===== src/rtl/fetch_pkg.sv =====
// Shared definitions for the instruction fetch unit:
// FSM encoding, XLEN, PC step and the buffered {pc, instr} entry.
package fetch_pkg;

    localparam int XLEN = 32;

    localparam logic [XLEN-1:0] PC_INC = 32'd4;

    localparam logic [1:0] ST_IDLE = 2'd0;
    localparam logic [1:0] ST_WAIT = 2'd1;
    localparam logic [1:0] ST_DROP = 2'd2;

    typedef struct packed {
        logic [XLEN-1:0] pc;
        logic [XLEN-1:0] instr;
    } fetch_entry_t;

    function automatic logic [XLEN-1:0] align_pc(input logic [XLEN-1:0] pc);
        return pc & ~32'h3;
    endfunction

endpackage


===== src/rtl/fetch_fifo.sv =====
// Instruction buffer of DEPTH {pc, instr} entries with flush.
// DEPTH must be a power of two so the pointers wrap naturally.
module fetch_fifo
    import fetch_pkg::*;
#(
    parameter int DEPTH = 2
) (
    input  logic                   clk,
    input  logic                   rst,
    input  logic                   push,
    input  logic                   pop,
    input  logic                   flush,
    input  fetch_entry_t           din,
    output fetch_entry_t           dout,
    output logic [$clog2(DEPTH):0] count,
    output logic                   full,
    output logic                   empty
);

    localparam int AW = $clog2(DEPTH);

    fetch_entry_t  mem [DEPTH];
    logic [AW-1:0] wr_ptr;
    logic [AW-1:0] rd_ptr;
    logic          do_push;
    logic          do_pop;

    assign empty   = (count == '0);
    assign full    = (count == (AW+1)'(DEPTH));
    assign do_pop  = pop && !empty;
    // A push into a full buffer is legal only when the head leaves this cycle.
    assign do_push = push && (!full || do_pop);
    assign dout    = mem[rd_ptr];

    always_ff @(posedge clk) begin
        if (rst || flush) begin
            wr_ptr <= '0;
            rd_ptr <= '0;
            count  <= '0;
        end else begin
            if (do_push) wr_ptr <= wr_ptr + 1'b1;
            if (do_pop)  rd_ptr <= rd_ptr + 1'b1;
            if (do_push && !do_pop)
                count <= count + 1'b1;
            else if (do_pop && !do_push)
                count <= count - 1'b1;
        end
    end

    always_ff @(posedge clk) begin
        if (do_push) mem[wr_ptr] <= din;
    end

endmodule


===== src/rtl/fetch_unit.sv =====
// Instruction fetch unit: single-outstanding memory requests into a buffer.
// Define FETCH_PERF_CNT_EN to add the stall_cnt performance counter.
module fetch_unit
    import fetch_pkg::*;
#(
    parameter int              DEPTH    = 2,
    parameter logic [XLEN-1:0] RESET_PC = 32'h0000_0000
) (
    input  logic            clk,
    input  logic            rst,
    output logic            imem_req,
    output logic [XLEN-1:0] imem_addr,
    input  logic            imem_gnt,
    input  logic            imem_rvalid,
    input  logic [XLEN-1:0] imem_rdata,
    output logic            out_valid,
    input  logic            out_ready,
    output logic [XLEN-1:0] out_instr,
    output logic [XLEN-1:0] out_pc,
    input  logic            redirect,
    input  logic [XLEN-1:0] redirect_pc
`ifdef FETCH_PERF_CNT_EN
    ,
    output logic [31:0]     stall_cnt
`endif
);

    localparam int AW = $clog2(DEPTH);

    logic [1:0]      state;
    logic [1:0]      state_nxt;
    logic [XLEN-1:0] fetch_pc;
    logic [XLEN-1:0] req_pc;
    logic [AW:0]     count;
    logic [AW+1:0]   in_flight;
    logic            full;
    logic            empty;
    logic            grant;
    logic            resp;
    fetch_entry_t    head;
    fetch_entry_t    push_entry;

    // Reserve a buffer slot for the outstanding response before asking again.
    assign in_flight = {1'b0, count} + {{(AW+1){1'b0}}, state == ST_WAIT};
    assign imem_req  = !rst && (state != ST_DROP) && !full
                     && (in_flight < (AW+2)'(DEPTH));
    assign imem_addr = fetch_pc;
    assign grant     = imem_req && imem_gnt;
    assign resp      = (state == ST_WAIT) && imem_rvalid;

    assign push_entry.pc    = req_pc;
    assign push_entry.instr = imem_rdata;

    fetch_fifo #(
        .DEPTH(DEPTH)
    ) u_fifo (
        .clk  (clk),
        .rst  (rst),
        .push (resp && !redirect),
        .pop  (out_valid && out_ready),
        .flush(redirect),
        .din  (push_entry),
        .dout (head),
        .count(count),
        .full (full),
        .empty(empty)
    );

    assign out_valid = !empty && !rst;
    assign out_instr = out_valid ? head.instr : '0;
    assign out_pc    = out_valid ? head.pc    : '0;

    always_comb begin
        state_nxt = state;
        if (redirect) begin
            // A response still owed by memory must be swallowed in DROP.
            if (grant || (state != ST_IDLE && !imem_rvalid))
                state_nxt = ST_DROP;
            else
                state_nxt = ST_IDLE;
        end else begin
            unique case (1'b1)
                state == ST_IDLE: if (grant) state_nxt = ST_WAIT;
                state == ST_WAIT: if (imem_rvalid)
                                      state_nxt = grant ? ST_WAIT : ST_IDLE;
                state == ST_DROP: if (imem_rvalid) state_nxt = ST_IDLE;
                default:          state_nxt = ST_IDLE;
            endcase
        end
    end

    always_ff @(posedge clk) begin
        if (rst) begin
            state    <= ST_IDLE;
            fetch_pc <= RESET_PC;
            req_pc   <= RESET_PC;
        end else begin
            state <= state_nxt;
            if (redirect)
                fetch_pc <= align_pc(redirect_pc);
            else if (grant)
                fetch_pc <= fetch_pc + PC_INC;
            if (grant) req_pc <= fetch_pc;
        end
    end

`ifdef FETCH_PERF_CNT_EN
    always_ff @(posedge clk) begin
        if (rst)
            stall_cnt <= '0;
        else if (out_ready && !out_valid && stall_cnt != '1)
            stall_cnt <= stall_cnt + 1'b1;
    end
`endif

endmodule


===== config.mk =====
export PLATFORM = sky130hd
export DESIGN_NAME = fetch_unit
export DESIGN_NICKNAME = d
export VERILOG_FILES = /design/src/rtl/fetch_pkg.sv /design/src/rtl/fetch_fifo.sv /design/src/rtl/fetch_unit.sv
export SDC_FILE = /design/constraint.sdc
export NUM_CORES = 1
export LEC_CHECK = 0
export ABC_AREA = 1
export ABC_CLOCK_PERIOD_IN_PS = 4800
export BUFFER_PORTS_ARGS = -buffer_cell sky130_fd_sc_hd__clkbuf_2
export CORE_MARGIN = 10
export CORE_UTILIZATION = 45
export CTS_CLUSTER_DIAMETER = 30
export DETAILED_ROUTE_END_ITERATION = 12
export PLACE_DENSITY = 0.7
export SETUP_SLACK_MARGIN = 0.02
export SLEW_MARGIN = 40
export SYNTH_ARGS = -nofsm -noshare
export SYNTH_HDL_FRONTEND = slang
export SYNTH_SLANG_ARGS = --single-unit

===== constraint.sdc =====
create_clock -name clk -period 4.8 [get_ports clk]
set_clock_uncertainty 0.15 [all_clocks]
set_input_delay 0.96 -clock clk [delete_from_list [all_inputs] [get_ports clk]]
set_output_delay 0.96 -clock clk [all_outputs]
set_load 0.03 [all_outputs]

Word level (Yosys, flattened, before mapping). Memory sizes are Yosys's and may differ from the RTL's. A register that Yosys moved wholly into a read port is not among the register bits. Cells that the tools add are included.

Register bits after elaboration: 70. Memory bits (writable): 128. Input bits: 70. Logic and storage cells: 69. Memories kept: 1.

Add/sub/neg operators: 6. Magnitude comparators: 1. Equality and inequality tests: 7. Multiplexer cells: 17. Reduce and logical (&&, ||, !) cells: 30.

Memory list: u_fifo.mem (words 2, bits a word 64, rd ports 1, clocked after memory_dff 1, write ports 1, line fetch_fifo.sv:22) `fetch_entry_t mem [DEPTH];`.

Operators with widths (number): 32-bit 2-to-1 mux (4); 32-bit by 3-bit adder with 32-bit output (second input constant) (1); 2-bit 2-to-1 mux (7); 1-bit logical AND (13); 3-bit inequality test (second input constant) (3); 1-bit logical NOT (7); 2-bit case mux with 3 select lines (1); 2-bit nonzero test (3); 1-bit 2-to-1 mux (5); 2-bit == test (second input constant) (2); 2-bit logical NOT (2); 2-bit by 1-bit adder with 3-bit output (1); 1-bit logical OR (3); 3-bit by 2-bit < comparator with 1-bit output (second input constant) (1); 3-bit AND reduction (1); 1-bit adder (second input constant) (2); 2-bit by 1-bit adder with 2-bit output (second input constant) (1); 2-bit by 1-bit == test with 1-bit output (second input constant) (1); 2-bit inequality test (second input constant) (1); 2-bit OR reduction (1); 2-bit by 1-bit subtractor with 2-bit output (second input constant) (1).

Depth between registers and ports, before layout. Gate-level depths: netlist of the first run.

Word-level depth: 11. Mapped depth: 11. Depth with buffers taken out: 11.

Hierarchy. A second synthesis of the first run with hierarchy kept.

Cell total of the unflattened synthesis: 910. Area, all modules: 9207.6 µm².

Modules (own cells, without submodules): fetch_fifo (instances 1, cells each 239, area an instance 5175.0 µm²); fetch_unit (instances 1, cells each 671, area an instance 4032.6 µm²).

Worst setup path before layout of the first run. OpenSTA, ideal clock, no wires.

Path kind: input -> register. Start point: input redirect. End point: memory u_fifo.mem[0][0] (netlist name) (enable). Setup time: 482 ps. Arrival time: 4087 ps. Path slack: 80 ps. Cell stages on the path: 4. Cell sequence: buf_2 nor4_1 nand2_1 nor2_1.

Longest elaborated chain between the ends: 5.

RTL lines: start: declaration (line fetch_unit.sv:20) `input logic redirect,`; 1-bit logical NOT (line fetch_unit.sv:59) `.push (resp && !redirect),`; 1-bit logical AND (line fetch_unit.sv:59); 1-bit logical AND (line fetch_fifo.sv:32) `assign do_push = push && (!full || do_pop);`; 1-bit 2-to-1 mux (line fetch_fifo.sv:51) `if (do_push) mem[wr_ptr] <= din;`; 1-bit 2-to-1 mux (implied by the code) (line fetch_fifo.sv:51); end: declaration (line fetch_fifo.sv:22).

Every way passes these cells.

Final worst setup path of the first run.
Start point: input rst. End point: output out_pc[11].

Longest elaborated chain between the ends: 3.

RTL lines: start: declaration (line fetch_unit.sv:10) `input logic rst,`; 1-bit logical NOT (line fetch_unit.sv:69) `assign out_valid = !empty && !rst;`; 1-bit logical AND (line fetch_unit.sv:69); 32-bit 2-to-1 mux (line fetch_unit.sv:71) `assign out_pc = out_valid ? head.pc : '0;`; end: declaration (line fetch_unit.sv:19) `output logic [XLEN-1:0] out_pc,`.

Every way passes these cells.

==> flow_metrics.py, run 1 <==
metrics = {
    "worst_setup_path": {
        "r2r_slack_ps": 2390,
        "cp_max_fo": 63,
        "cp-start-kind": "input port",
        "rr_startpoint": "u_fifo.count[1]$_SDFFE_PP0P_",
        "reg2reg_depth": 9,
        "crit_top_cell": "clkbuf_2",
        "endpoint_kind": "output port",
        "slowest_stage": "buf_4",
        "arrival_ps": 2260,
        "crit_type": "input port to output port",
        "crit_required_ps": 3690,
        "rr_endpoint": "u_fifo.mem[1][19]$_DFFE_PP_",
        "cp_cell_sequence": "clkbuf_2 > nor2_4 > buf_4 > nand2_1 > inv_1 > clkbuf_2",
        "critPathMaxStageDelay_ps": 540,
    },
    "cts": {
        "cts_buffers": 17,
        "ctsResizeCount": 0,
        "clock_latency_ps": 430,
        "ctsHoldBuffers": 0,
        "clock_sinks": 191,
        "htreeDepth": 4,
        "clockRootBuffer": "clkbuf_16",
        "cts.clk_slew.worst_paths_ps": 60,
        "cts_tree": "done",
        "clock_path_buffers": 2,
        "post_cts_buffers": 0,
    },
    "logic_synthesis": {
        "synth_top_family_by_area": "simple AND/OR/NAND/NOR gates",
        "muxShareOfSynthArea_pct": 8.27,
        "ys_seq_area_share_pct": 60.0,
        "synth_edf_count": 124,
        "netlist_area_um2": 8440,
        "postSynthCellCount": 845,
        "synth_cell_type_count": 33,
        "synth_compound_area_share_pct": 5.93,
        "async_reset_ff_share_pct": 0,
        "synthAdderAreaFrac_pct": 0.297,
        "synth_ff_type": "edfxtp_1",
        "yosys.area_share.xor_xnor_pct": 1.66,
        "synth.avg_cell_area_um2": 9.99,
        "yosys_warnings": 0,
        "synth-simple-area-share_pct": 16.1,
        "synth_seq_cells": 191,
    },
    "floorplanning": {
        "io_pins": 168,
        "initial_core_util_pct": 45.4,
        "core_um2": 18600,
        "die_w_um": 157,
        "rows": 50,
        "die_h_um": 157,
        "die-area_um2": 24600,
    },
    "sta": {
        "fmax_ghz": 0.297,
        "fin_crit_sh_pct": 70.2,
        "hold_viol_final": 0,
        "hold_slack_ps": 301,
        "setup_viol": 0,
        "fin_crit_ps": 3370,
        "final.setup.tns_ps": 0,
        "relSlewSlack_pct": 51.4,
        "tightest_slew_ps": 729,
        "rsz0062_at_grt": "false",
        "slew_violations": 0,
    },
    "global_routing": {
        "grt_pass1_vias": 6016,
        "grt_antenna_before_repair": 0,
        "grt-ovfl-total": 0,
        "grt_util_all_layers_pct": 16.2,
        "grt_first_pass_wirelength_um": 31400,
        "grt_start_max_net_pins": 64,
    },
    "detailed_routing": {
        "final_antenna_net_count": 0,
        "viasPerCell": 4.89,
        "drt_iter0_drc": 422,
        "dr.pass1.iters": 5,
        "dr_total_vias": 6106,
        "route.detailed.wl_per_inst_um": 15.7,
        "drc": 0,
        "routed_wl_um": 19600,
    },
    "layout": {
        "final_layout_size_suffix_gt1_share_pct": 28.2,
        "fin_nets": 1073,
        "n_fill_cell": 1682,
        "stdcell_area_um2": 10000,
        "diodes": 0,
        "syn2layout_area_growth_pct": 18.5,
    },
    "placed_design": {
        "dpl-instance-area_um2": 9440,
        "hpwlAfterDp_um": 13900,
        "gp_congestion": 0.870,
        "place.port_buffers": 161,
    },
    "power_and_ir_drop": {
        "powerDensity_nw_per_um2": 335,
        "leakagePower_uw": 0.00444,
        "vdd_drop_max_uv": 233,
    },
    "run_status": {
        "outcome": "finished, final reports clean",
    },
    "hold_path": {
        "whs_path_depth": 0,
        "min_path_type": "flop to flop",
        "min_delay_worst_endpoint": "u_fifo.mem[1][63]$_DFFE_PP_",
        "min_from": "req_pc[31]$_SDFFE_PP0P_",
    },
    "flow_run": {
        "drv_cap": 0,
    },
}
-- final cells by class --
class                      count  area, µm²  area share, %
timing repair buffer         171        893           8.93
clock buffer                  24        503           5.03
inverter                     119        448           4.48
multi-input combinational    501       2750           27.4
clock inverter                 8       55.1          0.550
tap                          234        293           2.93
sequential                   191       5070           50.6
-- sequential cells by signal, indices dropped and copies added (netlist names), named ones only --
name,cells
u_fifo.wr_ptr,1
u_fifo.mem,124
u_fifo.rd_ptr,1
imem_addr,30
state,2
req_pc,30
u_fifo.count,2
-- placed cells by master, fill, tap and decap left out, types with 4 or more instances in the layout --
cell,netlist,layout
o21ai_0,34,34
mux2_2,62,62
dfxtp_1,67,66
xnor2_1,4,4
nor2_2,4,4
nor2_4,6,7
nand3_1,32,32
edfxtp_1,124,124
nor2_1,51,50
clkbuf_2,0,161
a21oi_1,56,56
clkbuf_16,0,18
nand2_1,212,212
conb_1,1,4
buf_4,5,9
inv_1,116,115
a31oi_1,4,4
xor2_1,12,12
-- through the flow --
step           util [%]  power (µW)  setup slack [ps]  instances
2_1_floorplan         -        1990              80.4        848
3_3_place_gp       50.8        2060              1430       1216
3_5_place_dp       50.8        2070              1400       1216
4_1_cts            53.8        3380              1400       1248
5_1_grt            53.8        3480              1320       1248
6_report           53.8        3360              1430       1248
-- power by group --
part | switching, µW | total (µW) | leakage (µW) | internal [µW]
clock | 583 | 1320 | 0.000278 | 738
sequential | 39.7 | 1820 | 0.00170 | 1780
combinational | 145 | 215 | 0.00247 | 69.9
-- worst max path at each step --
stage / from / endpoint / slack (ps)
after floorplan: redirect / u_fifo.mem[0][0]$_DFFE_PP_ / 80
after global placement: rst / out_pc[18] / 1430
after detailed placement: rst / out_pc[11] / 1400
after CTS: rst / out_pc[11] / 1400
after global routing: rst / out_pc[11] / 1320
final: rst / out_pc[11] / 1430
-- Yosys cell counts (3+ instances only) --
cell type / count / area share, %
a21oi_1: 56 / 3.3
a31oi_1: 4 / 0.30
buf_1: 4 / 0.18
buf_2: 11 / 0.65
buf_4: 5 / 0.44
buf_6: 4 / 0.53
clkbuf_1: 13 / 0.58
dfxtp_1: 67 / 16
edfxtp_1: 124 / 44
inv_1: 116 / 5.2
inv_2: 3 / 0.13
mux2_2: 62 / 8.3
nand2_1: 212 / 9.4
nand2_2: 3 / 0.22
nand3_1: 32 / 1.9
nand4_1: 3 / 0.22
nor2_1: 51 / 2.3
nor2_2: 4 / 0.30
nor2_4: 6 / 0.80
o21ai_0: 34 / 2.0
xnor2_1: 4 / 0.42
xor2_1: 12 / 1.2
-- worst max-delay path: cells and delay by family --
kind	cells	cell delay, ps
buf+inv	4	970
simple gates	2	270
-- logic make-up after synthesis --
group                      Yosys count
adders and majority gates            2
DFF                                191
muxes                               62
other                                1
xor gates and xnor gates            16
AOI/OAI and AO/OA                   98
buffers and inverters              156
and+or+nand+nor                    319
-- layer usage --
layer	global-route usage, %	up-vias	part of all wire (%)
met1	21.2	2808	46
met5	0	-	0
li1	-	3070	-
met4	5.26	0	1.6
met2	25.1	204	45
met3	4.72	24	8.2
Note: power is estimated with default switching activity, not from simulation.
==> run 2: changes to the inputs <==
--- a/config.mk
+++ b/config.mk
@@ -5,14 +5,14 @@
 export SDC_FILE = /design/constraint.sdc
 export NUM_CORES = 1
 export LEC_CHECK = 0
-export ABC_AREA = 1
-export ABC_CLOCK_PERIOD_IN_PS = 4800
+export ABC_AREA = 0
+export ABC_CLOCK_PERIOD_IN_PS = 3500
 export BUFFER_PORTS_ARGS = -buffer_cell sky130_fd_sc_hd__clkbuf_2
 export CORE_MARGIN = 10
 export CORE_UTILIZATION = 45
 export CTS_CLUSTER_DIAMETER = 30
 export DETAILED_ROUTE_END_ITERATION = 12
-export PLACE_DENSITY = 0.7
+export PLACE_DENSITY = 0.68
 export SETUP_SLACK_MARGIN = 0.02
 export SLEW_MARGIN = 40
 export SYNTH_ARGS = -nofsm -noshare
==> constraint.sdc (replaced) <==
create_clock -name clk -period 3.5 [get_ports clk]
set_clock_uncertainty 0.15 [all_clocks]
set_input_delay 0.7 -clock clk [delete_from_list [all_inputs] [get_ports clk]]
set_output_delay 0.7 -clock clk [all_outputs]
set_load 0.03 [all_outputs]
==> run 2 against run 1 <==
  * Setup slack got worse by 800 ps
  * Wire length shrank 5.8%
  * Hold slack gained 5.9 ps
  * Combinational power up 27%
  * Clock-buffer cell count down 4
  * Clock power grew 45%
  * Sequential power increased by 36%
  * First-iteration DRC count down 17%
  * Global-route usage barely moved
  * Sequential share of layout area is 2.9 points higher
  * Flip-flop and latch count unchanged
  * Largest cell class unchanged
==> flow_metrics.py, run 2 <==
metrics = {
    "run_status": {
        "outcome": "finished, final reports clean",
    },
    "sta": {
        "relSlewSlack_pct": 55.6,
        "fin_crit_sh_pct": 82.0,
        "fmax_ghz": 0.349,
        "fin_crit_ps": 2870,
        "hold_viol_final": 0,
        "tightest_slew_ps": 661,
        "slew_violations": 0,
        "setup_viol": 0,
        "rsz0062_at_grt": "false",
        "final.setup.tns_ps": 0,
    },
    "global_routing": {
        "grtUsageMet1_pct": 20.8,
        "grt-ovfl-total": 0,
        "grt_pass1_vias": 5623,
        "busiest_layer": "met2",
        "grt_use_met3_pct": 6.00,
        "grt_util_all_layers_pct": 16.2,
        "grt_first_pass_wirelength_um": 28900,
        "grt_start_max_net_pins": 60,
        "grt_antenna_before_repair": 0,
        "use_met2_pct": 24.7,
    },
    "worst_setup_path": {
        "cp_max_fo": 33,
        "endpoint_kind": "output port",
        "crit_type": "flop to output port",
        "cp-start-kind": "flop",
        "crit_required_ps": 2650,
        "arrival_ps": 2020,
    },
    "layout": {
        "final_layout_size_suffix_gt1_share_pct": 26.6,
        "mostFrequentLayoutCells": "clkbuf_2, edfxtp_1, nor2_1",
        "layout_commonest_cell": "clkbuf_2",
        "syn2layout_area_growth_pct": 21.2,
        "diodes": 0,
        "largest_register_ffs": 124,
        "postLayoutCoreUtil_pct": 55.1,
        "fin_nets": 882,
        "largest-register": "u_fifo.mem",
    },
    "power_and_ir_drop": {
        "leakagePower_uw": 0.00348,
        "power_uw": 4670,
        "powerDensity_nw_per_um2": 493,
        "vdd_drop_max_uv": 390,
    },
    "detailed_routing": {
        "drc": 0,
        "viasPerCell": 5.26,
        "drt_iter0_drc": 352,
        "dr_total_vias": 5512,
        "final_antenna_net_count": 0,
        "dr.pass1.iters": 5,
        "routed_wl_um": 18500,
        "route.detailed.wl_per_inst_um": 17.6,
    },
    "cts": {
        "ctsResizeCount": 0,
        "clock_path_buffers": 2,
        "clockRootBuffer": "clkbuf_16",
        "cts.clk_slew.worst_paths_ps": 70,
        "clock_sinks": 191,
        "htreeDepth": 4,
        "cts_buffers": 17,
        "ctsHoldBuffers": 0,
        "post_cts_buffers": 0,
        "clock_latency_ps": 430,
        "cts_tree": "done",
    },
    "logic_synthesis": {
        "netlist_area_um2": 7810,
        "async_reset_ff_share_pct": 0,
        "ys_seq_area_share_pct": 64.8,
        "synth_ff_type": "edfxtp_1",
        "synth_area_leaders": "edfxtp_1, dfxtp_1, mux2i_1",
        "yosys_warnings": 0,
        "synth_edf_count": 124,
        "synth_seq_cells": 191,
        "synth.avg_cell_area_um2": 11.9,
        "ys_top_cells_by_count": "edfxtp_1, nor2_1, nand2_1, dfxtp_1, mux2i_1",
        "yosysMostFrequentCell": "edfxtp_1",
        "postSynthCellCount": 657,
        "synth_cell_type_count": 50,
        "yosysTopAreaCell": "edfxtp_1",
        "synth_top_area_share_pct": 47.7,
    },
    "floorplanning": {
        "rows": 48,
        "die_w_um": 152,
        "initial_core_util_pct": 45.5,
        "io_pins": 168,
        "core_um2": 17200,
        "die-area_um2": 23000,
        "die_h_um": 152,
    },
    "placed_design": {
        "gp_congestion": 0.832,
        "hpwlAfterDp_um": 13200,
        "place.port_buffers": 161,
    },
    "hold_path": {
        "min_path_type": "flop to flop",
    },
    "flow_run": {
        "drv_cap": 0,
    },
}
-- run 2: cells by family (layout without fill, tap and decap cells) --
family          count (synthesis)  in the layout  share of synthesized area [%]
fa+ha+maj                       2              2                          0.320
compound gates                 76             76                           6.15
simple gates                  248            248                           15.1
flops                         191            191                           64.8
mux                            63             63                           8.07
buf+inv                        52            215                           2.80
other cells                     1              4                         0.0480
xor+xnor                       24             24                           2.69
-- run 2: worst paths after layout --
path / start / to / slack [ps] / depth (start not counted)
setup / recovery: flop / out_instr[0] / 630 / 4
setup reg to reg: imem_addr[2]$_SDFFE_PP0P_ / imem_addr[30]$_SDFFE_PP0P_ / 1150 / 6
hold reg to reg: req_pc[12]$_SDFFE_PP0P_ / u_fifo.mem[0][44]$_DFFE_PP_ / 310 / 0
hold / removal: req_pc[12]$_SDFFE_PP0P_ / u_fifo.mem[0][44]$_DFFE_PP_ / 310 / 0
-- run 2: power breakdown --
| group | internal, µW | leakage (µW) | switching [µW] |
|---|---|---|---|
| clock | 1080 | 0.000295 | 835 |
| combinational | 90.2 | 0.00143 | 181 |
| sequential | 2430 | 0.00175 | 54.2 |
| total | 3600 | 0.00348 | 1070 |
-- run 2: area by class of cell --
class | count | area [µm²]
well taps | 225 | 282
clock buffers | 20 | 479
inverters | 10 | 37.5
repair buffers | 173 | 921
flip-flops and latches | 191 | 5070
fillers | 1517 | 7700
multi-input cells | 417 | 2560
clock inverters | 12 | 119
-- run 2: worst max-delay path, cell delays in order (launching register included) --
cell,delay (ps)
dfxtp_4,720
buf_4,370
mux2i_1,240
nor2_1,60
clkbuf_2,190
-- run 2: metal layers --
layer  vias to the layer above  wire (µm)
li1                       2668          -
met1                      2586       8150
met2                       232       8160
met3                        26       1920
met4                         0        256
met5                         -          0
-- run 2: through the flow --
step | cells | setup WS [ps] | hold WS [ps] | area (µm²)
final | 1048 | 632 | 307 | 9470
after global routing | 1048 | 464 | 283 | 9470
after CTS | 1048 | 549 | 285 | 9470
after detailed placement | 1016 | 669 | 289 | 8870
after global placement | 1016 | 720 | 281 | 8870
after floorplan | 660 | 102 | 275 | 7840
